## src/rtl/data_mem_arbiter.sv

```systemverilog
// Two-port round-robin arbiter in front of a single-ported data memory.
// Each granted access runs IDLE -> SETUP -> STROBE -> DONE with a one-cycle memory strobe.
module data_mem_arbiter #(
    parameter int AB = 11,
    parameter int DB = 16
) (
    input  logic          clk,
    input  logic          rst,
    input  logic          req0,
    input  logic          req1,
    input  logic          we0,
    input  logic          we1,
    input  logic [AB-1:0] addr0,
    input  logic [AB-1:0] addr1,
    input  logic [DB-1:0] wdata0,
    input  logic [DB-1:0] wdata1,
    output logic          ack0,
    output logic          ack1,
    output logic [DB-1:0] rdata0,
    output logic [DB-1:0] rdata1,
    output logic          mem_rd,
    output logic          mem_wr,
    output logic [AB-1:0] mem_addr,
    output logic [DB-1:0] mem_wdata,
    input  logic [DB-1:0] mem_rdata,
    output logic          busy,
    output logic [1:0]    dbg_state
);

    // Handshake: reqN is a level held with weN/addrN/wdataN stable until it is
    // sampled in IDLE; completion is the one-cycle ackN pulse, which is issued
    // even if reqN was dropped after sampling. Requests are only sampled in IDLE.

    typedef enum logic [1:0] {
        IDLE   = 2'd0,
        SETUP  = 2'd1,
        STROBE = 2'd2,
        DONE   = 2'd3
    } state_t;

    state_t        state;
    state_t        state_nxt;
    logic          last_grant;
    logic          cur_port;
    logic          cur_we;
    logic [AB-1:0] addr_q;
    logic [DB-1:0] wdata_q;
    logic          grant_any;
    logic          grant_port;

    always_comb begin
        grant_any  = req0 | req1;
        grant_port = 1'b0;
        // On a tie the port that did not win last time gets the grant.
        if (req0 && req1) begin
            grant_port = ~last_grant;
        end else begin
            grant_port = req1;
        end

        state_nxt = state;
        case (state)
            IDLE:    if (grant_any) state_nxt = SETUP;
            SETUP:   state_nxt = STROBE;
            STROBE:  state_nxt = DONE;
            DONE:    state_nxt = IDLE;
            default: state_nxt = IDLE;
        endcase
    end

    always_ff @(posedge clk or posedge rst) begin
        if (rst) begin
            state      <= IDLE;
            last_grant <= 1'b1;
            cur_port   <= 1'b0;
            cur_we     <= 1'b0;
            addr_q     <= '0;
            wdata_q    <= '0;
            rdata0     <= '0;
            rdata1     <= '0;
        end else begin
            state <= state_nxt;
            if (state == IDLE && grant_any) begin
                cur_port   <= grant_port;
                last_grant <= grant_port;
                cur_we     <= grant_port ? we1    : we0;
                addr_q     <= grant_port ? addr1  : addr0;
                wdata_q    <= grant_port ? wdata1 : wdata0;
            end
            if (state == STROBE && !cur_we) begin
                if (cur_port) begin
                    rdata1 <= mem_rdata;
                end else begin
                    rdata0 <= mem_rdata;
                end
            end
        end
    end

    // Strobes decode straight from state so an async reset removes them at once.
    always_comb begin
        mem_wr    = (state == STROBE) &&  cur_we;
        mem_rd    = (state == STROBE) && !cur_we;
        ack0      = (state == DONE) && !cur_port;
        ack1      = (state == DONE) &&  cur_port;
        busy      = (state != IDLE);
        mem_addr  = addr_q;
        mem_wdata = wdata_q;
        dbg_state = state;
    end

endmodule

```

## config.mk

```make
export PLATFORM = sky130hd
export DESIGN_NAME = data_mem_arbiter
export DESIGN_NICKNAME = d
export VERILOG_FILES = /design/src/rtl/data_mem_arbiter.sv
export SDC_FILE = /design/constraint.sdc
export NUM_CORES = 1
export LEC_CHECK = 0
export CAP_MARGIN = 20
export CORE_UTILIZATION = 40
export DETAILED_ROUTE_END_ITERATION = 10
export GPL_TIMING_DRIVEN = 0
export PLACE_DENSITY = 0.8
export SETUP_SLACK_MARGIN = 0.2
export SYNTH_ARGS = -nofsm -noshare
export SYNTH_HDL_FRONTEND = slang
export SYNTH_SLANG_ARGS = --single-unit
```

## constraint.sdc

```tcl
create_clock -name clk -period 2.6 [get_ports clk]
set_clock_uncertainty 0.2 [all_clocks]
set_input_delay 0.26 -clock clk [delete_from_list [all_inputs] [get_ports clk]]
set_output_delay 0.26 -clock clk [all_outputs]
set_load 0.005 [all_outputs]
```

==> impl_metrics.prom <==
# TYPE chip_impl_metric gauge
chip_impl_info{name="run_status",value="complete, no violations"} 1
chip_impl_metric{name="grt-ovfl-total",unit=""} 0
chip_impl_metric{name="clock_insertion_delay_worst_skew",unit="ns"} 0.33
chip_impl_metric{name="fin_cells",unit=""} 484
chip_impl_metric{name="dp_hpwl",unit="mm"} 5.33
chip_impl_metric{name="placedCellCount",unit=""} 469
chip_impl_metric{name="num-fill-cells",unit=""} 532
chip_impl_metric{name="clkSinkCount",unit=""} 64
chip_impl_metric{name="syn_area",unit="um^2"} 2790
chip_impl_metric{name="warning_count_from_the_yosys_run",unit=""} 0
chip_impl_metric{name="share_of_synthesized_registers_carrying_an_async_set_or_reset",unit="%"} 100
chip_impl_info{name="synthDominantAreaCellType",value="dfrtp_1"} 1
chip_impl_metric{name="timing.critical_path.arrival",unit="ns"} 1.74
chip_impl_metric{name="post_cts.resized_instances",unit=""} 0
chip_impl_metric{name="htreeDepth",unit=""} 3
chip_impl_metric{name="track_usage",unit="%"} 20.9
chip_impl_metric{name="pwr-share-clk",unit="%"} 14.5
chip_impl_metric{name="final_hold_viol_count",unit=""} 0
chip_impl_info{name="synth_top_family_by_area",value="multiplexers"} 1
chip_impl_info{name="cts-root-buf",value="clkbuf_8"} 1
chip_impl_metric{name="max_stage_delay",unit="ns"} 0.51
chip_impl_metric{name="relSlewSlack",unit="%"} 55.6
chip_impl_metric{name="timing_worst_slew_pin_value",unit="ns"} 0.665
chip_impl_metric{name="routabilityCongestion",unit=""} 0.736
chip_impl_info{name="crit_slowest_cell",value="clkdlybuf4s50_1"} 1
chip_impl_metric{name="syn_avg_cell_area",unit="um^2"} 11.3
chip_impl_metric{name="grt_pass1_vias",unit=""} 2448
chip_impl_metric{name="power.combinational.fraction",unit="%"} 49.0
chip_impl_metric{name="drt-pass1-iter-count",unit=""} 4
chip_impl_metric{name="final-setup-viol-count",unit=""} 0
chip_impl_metric{name="vdd.ir_drop.worst",unit="V"} 0.000516
chip_impl_metric{name="layout_worst_path_cycle_share",unit="%"} 84.5
chip_impl_metric{name="synth.lib_cells_used.distinct",unit=""} 26
chip_impl_metric{name="layout_min_cycle_time",unit="ns"} 2.20
chip_impl_metric{name="maxCapViolCount",unit=""} 0
chip_impl_metric{name="grt_pass1_wl",unit="mm"} 11.5
chip_impl_info{name="min_path_type",value="primary input to async pin"} 1
chip_impl_metric{name="achievable-frequency",unit="GHz"} 0.455
chip_impl_metric{name="starting_utilization_of_the_core_area",unit="%"} 41.2
chip_impl_info{name="synth.most_common_cell",value="dfrtp_1"} 1
chip_impl_metric{name="drv_slew",unit=""} 0
chip_impl_info{name="netlist_top_cells_area",value="dfrtp_1 57%, mux2_2 8.9%, nand2_1 7.5%, a31oi_1 6.5%, mux2_4 5.9%"} 1
chip_impl_info{name="crit-reg2reg-capture",value="rdata0[15]$_DFFE_PP0P_"} 1
chip_impl_metric{name="synthesis.nets",unit=""} 326
chip_impl_info{name="critical_path.reg2reg.startpoint",value="dbg_state[0]$_DFFE_PP0P_"} 1
chip_impl_metric{name="cts_setup_buffers",unit=""} 0
chip_impl_metric{name="power_density",unit="nW/um^2"} 1100
chip_impl_metric{name="antenna_left",unit=""} 0
chip_impl_metric{name="initial_antenna_violation_count",unit=""} 0
chip_impl_metric{name="timing.reg2reg.worst_path_depth",unit=""} 7
chip_impl_metric{name="die_w",unit="um"} 85.5
chip_impl_metric{name="detail_route.wirelength",unit="mm"} 7.00
chip_impl_metric{name="synthDominantCellAreaShare",unit="%"} 56.6
chip_impl_metric{name="drcViolationCount",unit=""} 0
chip_impl_metric{name="synth-compound-area-share",unit="%"} 8.40
chip_impl_metric{name="placement.io_buffers",unit=""} 141
chip_impl_metric{name="p_int",unit="W"} 0.00341
chip_impl_metric{name="synth_edf_count",unit=""} 0
chip_impl_info{name="unrepaired_setup_endpoints_after_global_routing",value="false"} 1
chip_impl_metric{name="r2r_slack",unit="ns"} 0.61
chip_impl_metric{name="syn-instance-count",unit=""} 247
chip_impl_metric{name="drt_iter0_drc",unit=""} 69
chip_impl_metric{name="antennaDiodeCount",unit=""} 0
chip_impl_metric{name="drive_gt1_share",unit="%"} 17.3
chip_impl_info{name="end_kind",value="primary output"} 1
chip_impl_metric{name="area.growth.synth_to_final",unit="%"} 60.8
chip_impl_metric{name="synth_simple_gate_area_share",unit="%"} 13.6
chip_impl_metric{name="die-area",unit="um^2"} 7300
chip_impl_metric{name="core_area",unit="um^2"} 6760
chip_impl_info{name="worst-setup-path-type",value="flop to primary output"} 1
chip_impl_info{name="worst_setup_path_start_kind",value="flop"} 1
chip_impl_metric{name="power.switching_fraction",unit="%"} 30.7
chip_impl_info{name="tritoncts",value="yes"} 1
chip_impl_metric{name="cts_buffers",unit=""} 9
chip_impl_metric{name="p_leak",unit="nW"} 1.91
chip_impl_metric{name="ys_ff_latch",unit=""} 64
chip_impl_metric{name="via_per_inst",unit=""} 4.93
chip_impl_metric{name="cp_max_fo",unit=""} 4
chip_impl_info{name="synth_ff_type",value="dfrtp_1"} 1
chip_impl_metric{name="post_synth_xor_area_fraction",unit="%"} 0
chip_impl_metric{name="synth_seq_area_share",unit="%"} 57.5
chip_impl_metric{name="critical_path_required_time",unit="ns"} 2.14
chip_impl_metric{name="cts.reportedPaths.clkPinSlew",unit="ns"} 0.07
chip_impl_info{name="synth.top_cells.by_count",value="63 x dfrtp_1, 56 x nand2_1, 29 x a31oi_1, 29 x nor2_1, 22 x mux2_2"} 1
chip_impl_metric{name="cts.hold.buffers_added",unit=""} 0
chip_impl_metric{name="yosys.area_share.adder",unit="%"} 1.35
chip_impl_metric{name="postLayoutCoreUtil",unit="%"} 66.3
chip_impl_metric{name="mux_cell_area_share_after_synthesis",unit="%"} 14.8
chip_impl_metric{name="placement_rows",unit=""} 30
chip_impl_metric{name="sequentialPowerShare",unit="%"} 36.6
chip_impl_metric{name="finalNetCount",unit=""} 479
chip_impl_metric{name="power.net_switching",unit="W"} 0.00151
chip_impl_metric{name="avg_wl_per_cell",unit="um"} 14.5
chip_impl_info{name="cp_cell_sequence",value="inv_1, ha_1, nor2b_4, clkdlybuf4s50_1"} 1
chip_impl_metric{name="number_of_top_level_pins",unit=""} 142
chip_impl_metric{name="grt_max_degree",unit=""} 34
chip_impl_metric{name="detailroute.via_count",unit=""} 2384
chip_impl_metric{name="cts_buffer_depth",unit=""} 2
chip_impl_metric{name="die_height",unit="um"} 85.5
[worst max-delay path: cells and delay by family, from the launching register on]
kind | cells | cell delay [ns]
AND/OR/NAND/NOR | 1 | 0.18
buffers and inverters | 2 | 0.61
adder cells (fa/ha/maj) | 1 | 0.19
flip-flops | 1 | 0.42
[cell usage in the layout, fill, tap and decap left out]
cell type,Yosys,routed
and2_4,1,1
buf_4,6,6
a21bo_2,1,1
dfstp_2,1,1
a31oi_1,29,29
or3_1,1,1
buf_6,3,3
clkinvlp_4,0,3
and2_1,2,2
mux2_4,11,11
dfrtp_1,63,63
inv_2,1,2
ha_1,3,3
o22ai_1,1,1
clkbuf_8,0,9
clkbuf_1,1,1
nor2b_1,1,1
buf_2,4,4
clkdlybuf4s50_1,0,141
buf_12,0,1
nand2_2,1,1
mux2_2,22,22
o21a_1,1,1
a21oi_1,2,2
clkinv_2,0,3
nand2_1,56,56
nor2b_4,1,1
a21boi_4,1,1
nor3_1,1,1
inv_1,4,3
nor2_1,29,29
[routing by layer]
layer	global-route usage, %	up-vias	wire length [um]
met4	9.70	0	136
met5	0	-	0
met2	34.2	118	3290
met1	24.4	1115	2850
li1	-	1141	-
met3	7.78	10	717
[state kept, by name, summed over array words and instances (netlist names)]
register    flops
last_grant      1
rdata0         16
dbg_state       2
mem_addr       11
cur_we          1
rdata1         16
cur_port        1
mem_wdata      16
[power by group through the flow]
| stage | Sequential (W) | Clock (W) | Combinational [W] |
|---|---|---|---|
| global route | 0.00187 | 0.000790 | 0.00263 |
| floorplan | 0.00184 | 0 | 0.00101 |
| finish | 0.00180 | 0.000712 | 0.00241 |
| global placement | 0.00179 | 0 | 0.00238 |
| detailed placement | 0.00182 | 0 | 0.00243 |
| CTS | 0.00180 | 0.000731 | 0.00244 |
[per-stage QoR]
| stage | hold WS, ns | worst slack [ns] | setup TNS, ns | cell area (um^2) | power [W] |
|---|---|---|---|---|---|
| 3_5_place_dp | 0.292 | 0.585 | 0 | 4320 | 0.00425 |
| 2_1_floorplan | 0.133 | 0.544 | 0 | 2790 | 0.00285 |
| 4_1_cts | 0.165 | 0.364 | 0 | 4480 | 0.00498 |
| 3_3_place_gp | 0.286 | -0.562 | -35.27 | 4300 | 0.00417 |
| 5_1_grt | 0.220 | 0.275 | 0 | 4480 | 0.00529 |
| 6_report | 0.146 | 0.403 | 0 | 4480 | 0.00492 |
[final cells by class]
type | instances | area [um^2] | area share, %
sequential | 64 | 1600 | 35.8
tap | 80 | 100 | 2.23
inverter | 5 | 18.8 | 0.419
timing repair buffer | 142 | 1430 | 32.0
clock buffer | 9 | 124 | 2.77
clock inverter | 6 | 37.5 | 0.838
buffer | 14 | 103 | 2.29
multi-input combinational | 164 | 1060 | 23.7
[kinds of logic (layout without fill, tap and decap cells)]
kind of cell	Yosys count	in the layout
simple gates	93	93
flops	64	64
compound gates	35	35
mux	33	33
buf+inv	19	176
fa+ha+maj	3	3
[how the worst max path moves through the flow]
stage                     cells past startpoint                     start                   endpoint
after floorplan                               1                       rst       cur_port$_DFFE_PP0P_
after global placement                        2                       rst  mem_wdata[13]$_DFFE_PP0P_
after detailed placement                      5                      req0   mem_wdata[5]$_DFFE_PP0P_
after CTS                                     4  dbg_state[0]$_DFFE_PP0P_                     mem_rd
after global routing                          4  dbg_state[0]$_DFFE_PP0P_                     mem_rd
final                                         4  dbg_state[0]$_DFFE_PP0P_                     mem_rd
No activity file was read; power rests on OpenSTA's default activity.
